[src/rtl/lc3_mem_pkg.sv]
// Shared definitions for the LC-3 memory/IO interface stage:
// IO address map, FSM states and KBSR bit positions.
package lc3_mem_pkg;

  localparam logic [15:0] KBSR_ADDR = 16'hFE00;
  localparam logic [15:0] KBDR_ADDR = 16'hFE02;
  localparam logic [15:0] DSR_ADDR  = 16'hFE04;
  localparam logic [15:0] DDR_ADDR  = 16'hFE06;

  localparam int KBSR_RDY_BIT = 15;
  localparam int KBSR_IE_BIT  = 14;

  typedef enum logic [1:0] {
    IDLE,
    MEM_WAIT,
    DONE
  } state_e;

  function automatic logic is_io(input logic [15:0] a);
    return (a == KBSR_ADDR) || (a == KBDR_ADDR) ||
           (a == DSR_ADDR)  || (a == DDR_ADDR);
  endfunction

endpackage

[src/rtl/lc3_io_regs.sv]
// Keyboard/display device registers (KBSR, KBDR, DSR, DDR)
// with read mux and single-cycle register access port.
module lc3_io_regs
  import lc3_mem_pkg::*;
(
  input  logic        clk,
  input  logic        rst_n,
  input  logic        acc_i,
  input  logic        we_i,
  input  logic [15:0] addr_i,
  input  logic [7:0]  wbyte_i,
  input  logic        wie_i,
  output logic [15:0] rdata_o,
  input  logic [7:0]  kb_data_i,
  input  logic        kb_valid_i,
  input  logic        disp_ack_i,
  output logic [7:0]  ddr_data_o,
  output logic        ddr_valid_o,
  output logic        kb_irq_o
);

  logic       kb_rdy_q, kb_rdy_d;
  logic       kb_ie_q, kb_ie_d;
  logic [7:0] kb_chr_q, kb_chr_d;
  logic       dsr_rdy_q, dsr_rdy_d;
  logic [7:0] ddr_q, ddr_d;
  logic       dv_q, dv_d;

  logic sel_kbsr, sel_kbdr, sel_dsr, sel_ddr;
  logic kbdr_rd, kbsr_wr, ddr_wr;

  assign sel_kbsr = addr_i == KBSR_ADDR;
  assign sel_kbdr = addr_i == KBDR_ADDR;
  assign sel_dsr  = addr_i == DSR_ADDR;
  assign sel_ddr  = addr_i == DDR_ADDR;

  assign kbdr_rd = acc_i && !we_i && sel_kbdr;
  assign kbsr_wr = acc_i && we_i && sel_kbsr;
  assign ddr_wr  = acc_i && we_i && sel_ddr;

  always_comb begin
    rdata_o = '0;
    unique case (1'b1)
      sel_kbsr: begin
        rdata_o[KBSR_RDY_BIT] = kb_rdy_q;
        rdata_o[KBSR_IE_BIT]  = kb_ie_q;
      end
      sel_kbdr: rdata_o = {8'h00, kb_chr_q};
      sel_dsr:  rdata_o = {dsr_rdy_q, 15'h0000};
      default:  rdata_o = '0;
    endcase
  end

  always_comb begin
    kb_rdy_d  = kb_rdy_q;
    kb_ie_d   = kb_ie_q;
    kb_chr_d  = kb_chr_q;
    dsr_rdy_d = dsr_rdy_q;
    ddr_d     = ddr_q;
    dv_d      = 1'b0;
    // A new key arriving with a KBDR read refills the now-empty slot
    if (kb_valid_i && (!kb_rdy_q || kbdr_rd)) begin
      kb_chr_d = kb_data_i;
      kb_rdy_d = 1'b1;
    end else if (kbdr_rd) begin
      kb_rdy_d = 1'b0;
    end
    if (kbsr_wr) kb_ie_d = wie_i;
    if (disp_ack_i) dsr_rdy_d = 1'b1;
    if (ddr_wr && dsr_rdy_q) begin
      ddr_d     = wbyte_i;
      dv_d      = 1'b1;
      dsr_rdy_d = 1'b0;
    end
  end

  always_ff @(posedge clk) begin
    if (!rst_n) begin
      kb_rdy_q  <= 1'b0;
      kb_ie_q   <= 1'b0;
      kb_chr_q  <= '0;
      dsr_rdy_q <= 1'b1;
      ddr_q     <= '0;
      dv_q      <= 1'b0;
    end else begin
      kb_rdy_q  <= kb_rdy_d;
      kb_ie_q   <= kb_ie_d;
      kb_chr_q  <= kb_chr_d;
      dsr_rdy_q <= dsr_rdy_d;
      ddr_q     <= ddr_d;
      dv_q      <= dv_d;
    end
  end

  assign ddr_data_o  = ddr_q;
  assign ddr_valid_o = dv_q;
  assign kb_irq_o    = kb_rdy_q && kb_ie_q;

endmodule

[src/rtl/lc3_mem_ctrl.sv]
// LC-3 memory/IO interface stage: MAR/MDR, IO decode and
// multi-cycle memory sequencing with ready (r) handshake.
module lc3_mem_ctrl
  import lc3_mem_pkg::*;
#(
  parameter int DATASIZE = 16,
  parameter int WAIT_MAX = 15
) (
  input  logic                clk,
  input  logic                rst_n,
  input  logic [DATASIZE-1:0] bus_in,
  input  logic                ld_mar,
  input  logic                ld_mdr,
  input  logic                mio_en,
  input  logic                r_w,
  output logic [DATASIZE-1:0] mar_q,
  output logic [DATASIZE-1:0] mdr_q,
  output logic                r,
  output logic                bus_err,
  output logic                mem_req,
  output logic                mem_we,
  output logic [DATASIZE-1:0] mem_addr,
  output logic [DATASIZE-1:0] mem_wdata,
  input  logic [DATASIZE-1:0] mem_rdata,
  input  logic                mem_ack,
  input  logic [7:0]          kb_data,
  input  logic                kb_valid,
  output logic [7:0]          ddr_data,
  output logic                ddr_valid,
  input  logic                disp_ack,
  output logic                kb_irq
);

  localparam int CW = $clog2(WAIT_MAX + 1);

  state_e              state_q, state_d;
  logic [DATASIZE-1:0] mar_d, mdr_d;
  logic [DATASIZE-1:0] addr_q, addr_d;
  logic [DATASIZE-1:0] wdat_q, wdat_d;
  logic                req_q, req_d;
  logic                we_q, we_d;
  logic                err_q, err_d;
  logic [CW-1:0]       cnt_q, cnt_d;

  logic                io_hit, io_acc;
  logic [15:0]         io_rdata;

  assign io_hit = is_io(mar_q);
  assign io_acc = (state_q == IDLE) && mio_en && io_hit;

  lc3_io_regs u_io (
    .clk         (clk),
    .rst_n       (rst_n),
    .acc_i       (io_acc),
    .we_i        (r_w),
    .addr_i      (mar_q),
    .wbyte_i     (mdr_q[7:0]),
    .wie_i       (mdr_q[KBSR_IE_BIT]),
    .rdata_o     (io_rdata),
    .kb_data_i   (kb_data),
    .kb_valid_i  (kb_valid),
    .disp_ack_i  (disp_ack),
    .ddr_data_o  (ddr_data),
    .ddr_valid_o (ddr_valid),
    .kb_irq_o    (kb_irq)
  );

  always_comb begin
    state_d = state_q;
    mar_d   = mar_q;
    mdr_d   = mdr_q;
    addr_d  = addr_q;
    wdat_d  = wdat_q;
    req_d   = req_q;
    we_d    = we_q;
    err_d   = err_q;
    cnt_d   = cnt_q;
    unique case (state_q)
      IDLE: begin
        err_d = 1'b0;
        if (ld_mar) mar_d = bus_in;
        if (ld_mdr && !mio_en) mdr_d = bus_in;
        if (mio_en && io_hit) begin
          if (!r_w) mdr_d = io_rdata;
          state_d = DONE;
        end else if (mio_en) begin
          addr_d  = mar_q;
          wdat_d  = mdr_q;
          we_d    = r_w;
          req_d   = 1'b1;
          cnt_d   = '0;
          state_d = MEM_WAIT;
        end
      end
      MEM_WAIT: begin
        // ack wins over a timeout landing on the same cycle
        if (mem_ack) begin
          if (!we_q) mdr_d = mem_rdata;
          req_d   = 1'b0;
          we_d    = 1'b0;
          state_d = DONE;
        end else if (cnt_q == CW'(WAIT_MAX - 1)) begin
          if (!we_q) mdr_d = '0;
          req_d   = 1'b0;
          we_d    = 1'b0;
          err_d   = 1'b1;
          state_d = DONE;
        end else begin
          cnt_d = cnt_q + CW'(1);
        end
      end
      DONE: begin
        state_d = IDLE;
      end
      default: state_d = IDLE;
    endcase
  end

  always_ff @(posedge clk) begin
    if (!rst_n) begin
      state_q <= IDLE;
      mar_q   <= '0;
      mdr_q   <= '0;
      addr_q  <= '0;
      wdat_q  <= '0;
      req_q   <= 1'b0;
      we_q    <= 1'b0;
      err_q   <= 1'b0;
      cnt_q   <= '0;
    end else begin
      state_q <= state_d;
      mar_q   <= mar_d;
      mdr_q   <= mdr_d;
      addr_q  <= addr_d;
      wdat_q  <= wdat_d;
      req_q   <= req_d;
      we_q    <= we_d;
      err_q   <= err_d;
      cnt_q   <= cnt_d;
    end
  end

  assign r         = state_q == DONE;
  assign bus_err   = (state_q == DONE) && err_q;
  assign mem_req   = req_q;
  assign mem_we    = we_q;
  assign mem_addr  = addr_q;
  assign mem_wdata = wdat_q;

endmodule

[config.mk]
export PLATFORM = sky130hd
export DESIGN_NAME = lc3_mem_ctrl
export DESIGN_NICKNAME = d
export VERILOG_FILES = /design/src/rtl/lc3_mem_pkg.sv /design/src/rtl/lc3_io_regs.sv /design/src/rtl/lc3_mem_ctrl.sv
export SDC_FILE = /design/constraint.sdc
export NUM_CORES = 1
export LEC_CHECK = 0
export ABC_AREA = 1
export CAP_MARGIN = 20
export CORE_MARGIN = 2
export CORE_UTILIZATION = 35
export DETAILED_ROUTE_END_ITERATION = 10
export SETUP_SLACK_MARGIN = 0.5
export SYNTH_ARGS = -nofsm -noshare
export SYNTH_HDL_FRONTEND = slang
export SYNTH_HIERARCHICAL = 1
export SYNTH_SLANG_ARGS = --single-unit
[constraint.sdc]
create_clock -name clk -period 1.7 [get_ports clk]
set_clock_uncertainty 0.15 [all_clocks]
set_input_delay 0.17 -clock clk [delete_from_list [all_inputs] [get_ports clk]]
set_output_delay 0.17 -clock clk [all_outputs]
set_load 0.01 [all_outputs]
==> results of run 1 <==
[power by group through the flow]
stage	Clock [mW]	Sequential, mW	Combinational (mW)
3_3_place_gp	0	2.50	1.38
4_1_cts	2.03	2.46	1.48
6_report	2.00	2.47	1.55
5_1_grt	2.13	2.49	1.68
2_1_floorplan	0	2.55	0.639
3_5_place_dp	0	2.50	1.40
[flip-flops by register name, indices dropped and copies added, names as in the netlist]
register	count
mem_req	1
mem_wdata	16
mdr_q	16
mem_we	1
mar_q	16
state_q	2
u_io/ddr_data_o	8
u_io/ddr_valid_o	1
u_io/dsr_rdy_q	1
u_io/kb_chr_q	8
u_io/kb_rdy_q	1
cnt_q	4
mem_addr	16
err_q	1
u_io/kb_ie_q	1
[final cells by class]
| class | count | share of cell area (%) |
|---|---|---|
| clock inverters | 5 | 0.428 |
| repair buffers | 210 | 27.1 |
| multi-input cells | 488 | 35.1 |
| clock buffers | 11 | 3.47 |
| flip-flops and latches | 93 | 25.4 |
| well taps | 176 | 2.89 |
| inverters | 104 | 5.61 |
[kinds of logic after synthesis]
| family | count (synthesis) | share of synthesized area, % |
|---|---|---|
| AOI/OAI and AO/OA | 121 | 12.7 |
| xor gates and xnor gates | 2 | 0.366 |
| adders and majority gates | 2 | 0.522 |
| buffers and inverters | 150 | 14.3 |
| DFF | 93 | 38.9 |
| other | 1 | 0.0783 |
| and+or+nand+nor | 356 | 33.2 |
[placed cells by master, fill, tap and decap left out, types with 5 or more instances in the layout]
cell / instances
nand2_1: 135
inv_1: 89
nor2_1: 73
nand3_1: 67
a21oi_1: 62
dfxtp_1: 61
clkdlybuf4s50_1: 49
buf_4: 49
buf_6: 43
dlymetal6s2s_1: 30
clkbuf_2: 24
dfxtp_2: 20
nand4_1: 19
o21ai_0: 17
a21oi_2: 16
nand2_2: 14
o21ai_1: 13
nor2_2: 12
dfxtp_4: 12
inv_2: 11
o21ai_2: 10
clkbuf_16: 10
nor2_4: 9
nand2_4: 9
buf_12: 8
nand3_4: 6
conb_1: 6
nand3_2: 5
[what timing repair did]
item | CTS | global route
hold endpoints to repair | 0 | 0
cloned | 1 | 0
endpoints found under the setup margin | 171 | 170
setup buffers | 5 | 9
resized for setup | 168 | 166
pin swaps | 20 | 18
[path summary, 6_finish.rpt]
path | start | to | slack, ns | cells after the start
max | mar_q[11] | u_io/ddr_data_o[6] | -0.13 | 14
min | bus_in[14] | mar_q[14] | 0.29 | 3
max reg2reg | mar_q[11] | u_io/ddr_data_o[6] | -0.13 | 14
min reg2reg | mem_addr[4] | mem_addr[4] | 0.31 | 2
[worst max-delay path, stage by stage, from the launching register on]
cell,delay [ns]
dfxtp_4,0.37
nand2_2,0.06
inv_2,0.06
nand2_4,0.06
nor2_8,0.13
nand3_4,0.07
inv_2,0.06
nand2_2,0.06
inv_2,0.06
nand2_2,0.06
nor2_4,0.13
buf_4,0.13
nand3_4,0.10
o21ai_2,0.16
nor2_1,0.06
[layer usage]
metal / up-vias / share of wire [%] / global-route usage (%)
li1: 2654 / - / -
met2: 185 / 50 / 38.3
met1: 2470 / 43 / 29.0
met4: 0 / 2.8 / 8.87
met5: - / 0 / 0
met3: 35 / 5.2 / 2.30
[stage by stage]
step / utilization, % / instance area (um^2)
after floorplan: - / 5020
after global placement: 51.0 / 6790
after detailed placement: 51.0 / 6790
after CTS: 54.9 / 7300
after global routing: 57.2 / 7610
final: 57.2 / 7610
==> results by group, run 1 <==
Route
  – Post-DR vias/cell: 4.92
  – Starting DRT DRC Count: 314
  – Initial DRT Pass Iterations: 7
  – DRC: 0
  – Routed Wire Length: 16,800 um
  – WL per Instance: 15.4 um
  – Vias post-DR: between 5,000 and 6,000
  – Final ANT Viol Nets: 0

CTS
  – # hold bufs at CTS: 0
  – Worst skew pair latency: roughly 0.34 ns
  – Maximum clock path buffer count: 2
  – CTS buffer count: 9
  – CTS tree: yes
  – Clock root buffer: clkbuf_16
  – Clk slew on worst S/H paths: 0.07 ns
  – H-tree depth: 3
  – CTS Sinks: 93

Pwr
  – Pwr per Cell Area: 790 mW/mm^2
  – Max VDD drop: 501 uV
  – Comb power frac: 25.7%
  – Clock network power share: 33.2%
  – Sw power: between 1.5 and 2 mW
  – Sw Share: 30.5%
  – Leakage Power: 3.77 nW
  – Cell Int Power: 4.18 mW
  – Design Power: 6.01 mW
  – Flop pwr share: 41.1%

Place
  – I/O Buffers: 126
  – Placed insts: 1,056
  – RePlAce Congestion: between 0.8 and 0.9
  – Worst slack at placement: -0.309 ns
  – HPWL reported at the end of detailed placement: 12,000 um

Yosys
  – Top-count cell post-synth: nand2_1
  – Dominant synthesized flop cell: dfxtp_1
  – Area of the mapped netlist: around 0.0048 mm^2
  – Post-synth ARST share: 0%
  – Syn Inst Count: about 730
  – Mean Syn Cell Area: between 6 and 7 um^2
  – Top cells by count, synth: 150 x nand2_1, 100 x inv_1, 93 x dfxtp_1
  – Sequential-to-total area share from yosys stat: 38.9%
  – Yosys cell types: 34
  – Synth Register Bits: 93
  – Ranking of synthesized cells by area: dfxtp_1 39%, nand2_1 12%, a21oi_1 8.1%, inv_1 7.8%, nand3_1 7.8%
  – Synth warn: 6
  – Post-synth EDFFs: 0
  – Leading area contributor after synthesis: dfxtp_1
  – Yosys top cell area share: 38.9%

Job
  – Max-Cap Viols: 0

Timing
  – Setup TNS: -1.26 ns
  – Min Hold Slack: ~0.29 ns
  – Fin crit share: 108%
  – Fmax: 546 MHz
  – Fin worst setup slack: -0.132 ns
  – RSZ-0062 raised after global routing: true
  – Fin. Hold Viols: 0
  – # setup viols final: 22
  – Post-layout min period: 1.83 ns
  – Max Transition Viols Final: 0

Die
  – Die X-Extent: 121 um
  – Row count: 42
  – Die Area: 0.0146 mm^2
  – Core area: 0.0133 mm^2
  – I/O pins: ~130
  – Initial Util: 36.0%
  – Die height: 121 um

Cells and area
  – # diodes: 0
  – NumNets Final: 957
  – Fillers: between 1,000 and 1,500
  – Multi-input gate area: between 0.002 and 0.003 mm^2
  – Register area: roughly 0.0019 mm^2
  – Final std cells w/o fill: 1,087
  – Layout area overhead: 58.8%
  – Ratio of cells with drive above 1 in the final layout: 31.3%

GRT
  – Gr ovfl total: 0
  – Largest net degree at the start of global routing: 37
  – First-pass GRT wire length: 25,800 um
  – Total track usage: approximately 22%
  – Vias in the first global route: 5,124
  – Antenna violations before repair: 0

Worst hold path
  – HP Class: in2reg

Run status
  – Failing checks: setup timing
  – Outcome: finished, violations left

Worst setup path
  – CP Launch Type: flip-flop
  – Worst Setup End Kind: flip-flop
  – Worst Path Max Fanout: 5
  – Required @ worst endpoint: approximately 1.8 ns
  – CP Data Arrival Time: between 1.5 and 2 ns
  – Critical path class: reg2reg
(Power assumes the default switching activity.)
==> inputs of run 2 (changes only) <==
--- a/config.mk
+++ b/config.mk
@@ -9,6 +9,7 @@
 export CAP_MARGIN = 20
 export CORE_MARGIN = 2
 export CORE_UTILIZATION = 35
+export CTS_CLUSTER_DIAMETER = 40
 export DETAILED_ROUTE_END_ITERATION = 10
 export SETUP_SLACK_MARGIN = 0.5
 export SYNTH_ARGS = -nofsm -noshare
==> results of run 2 <==
No change in the layout: final DEF, timing and power equal those of run 1.
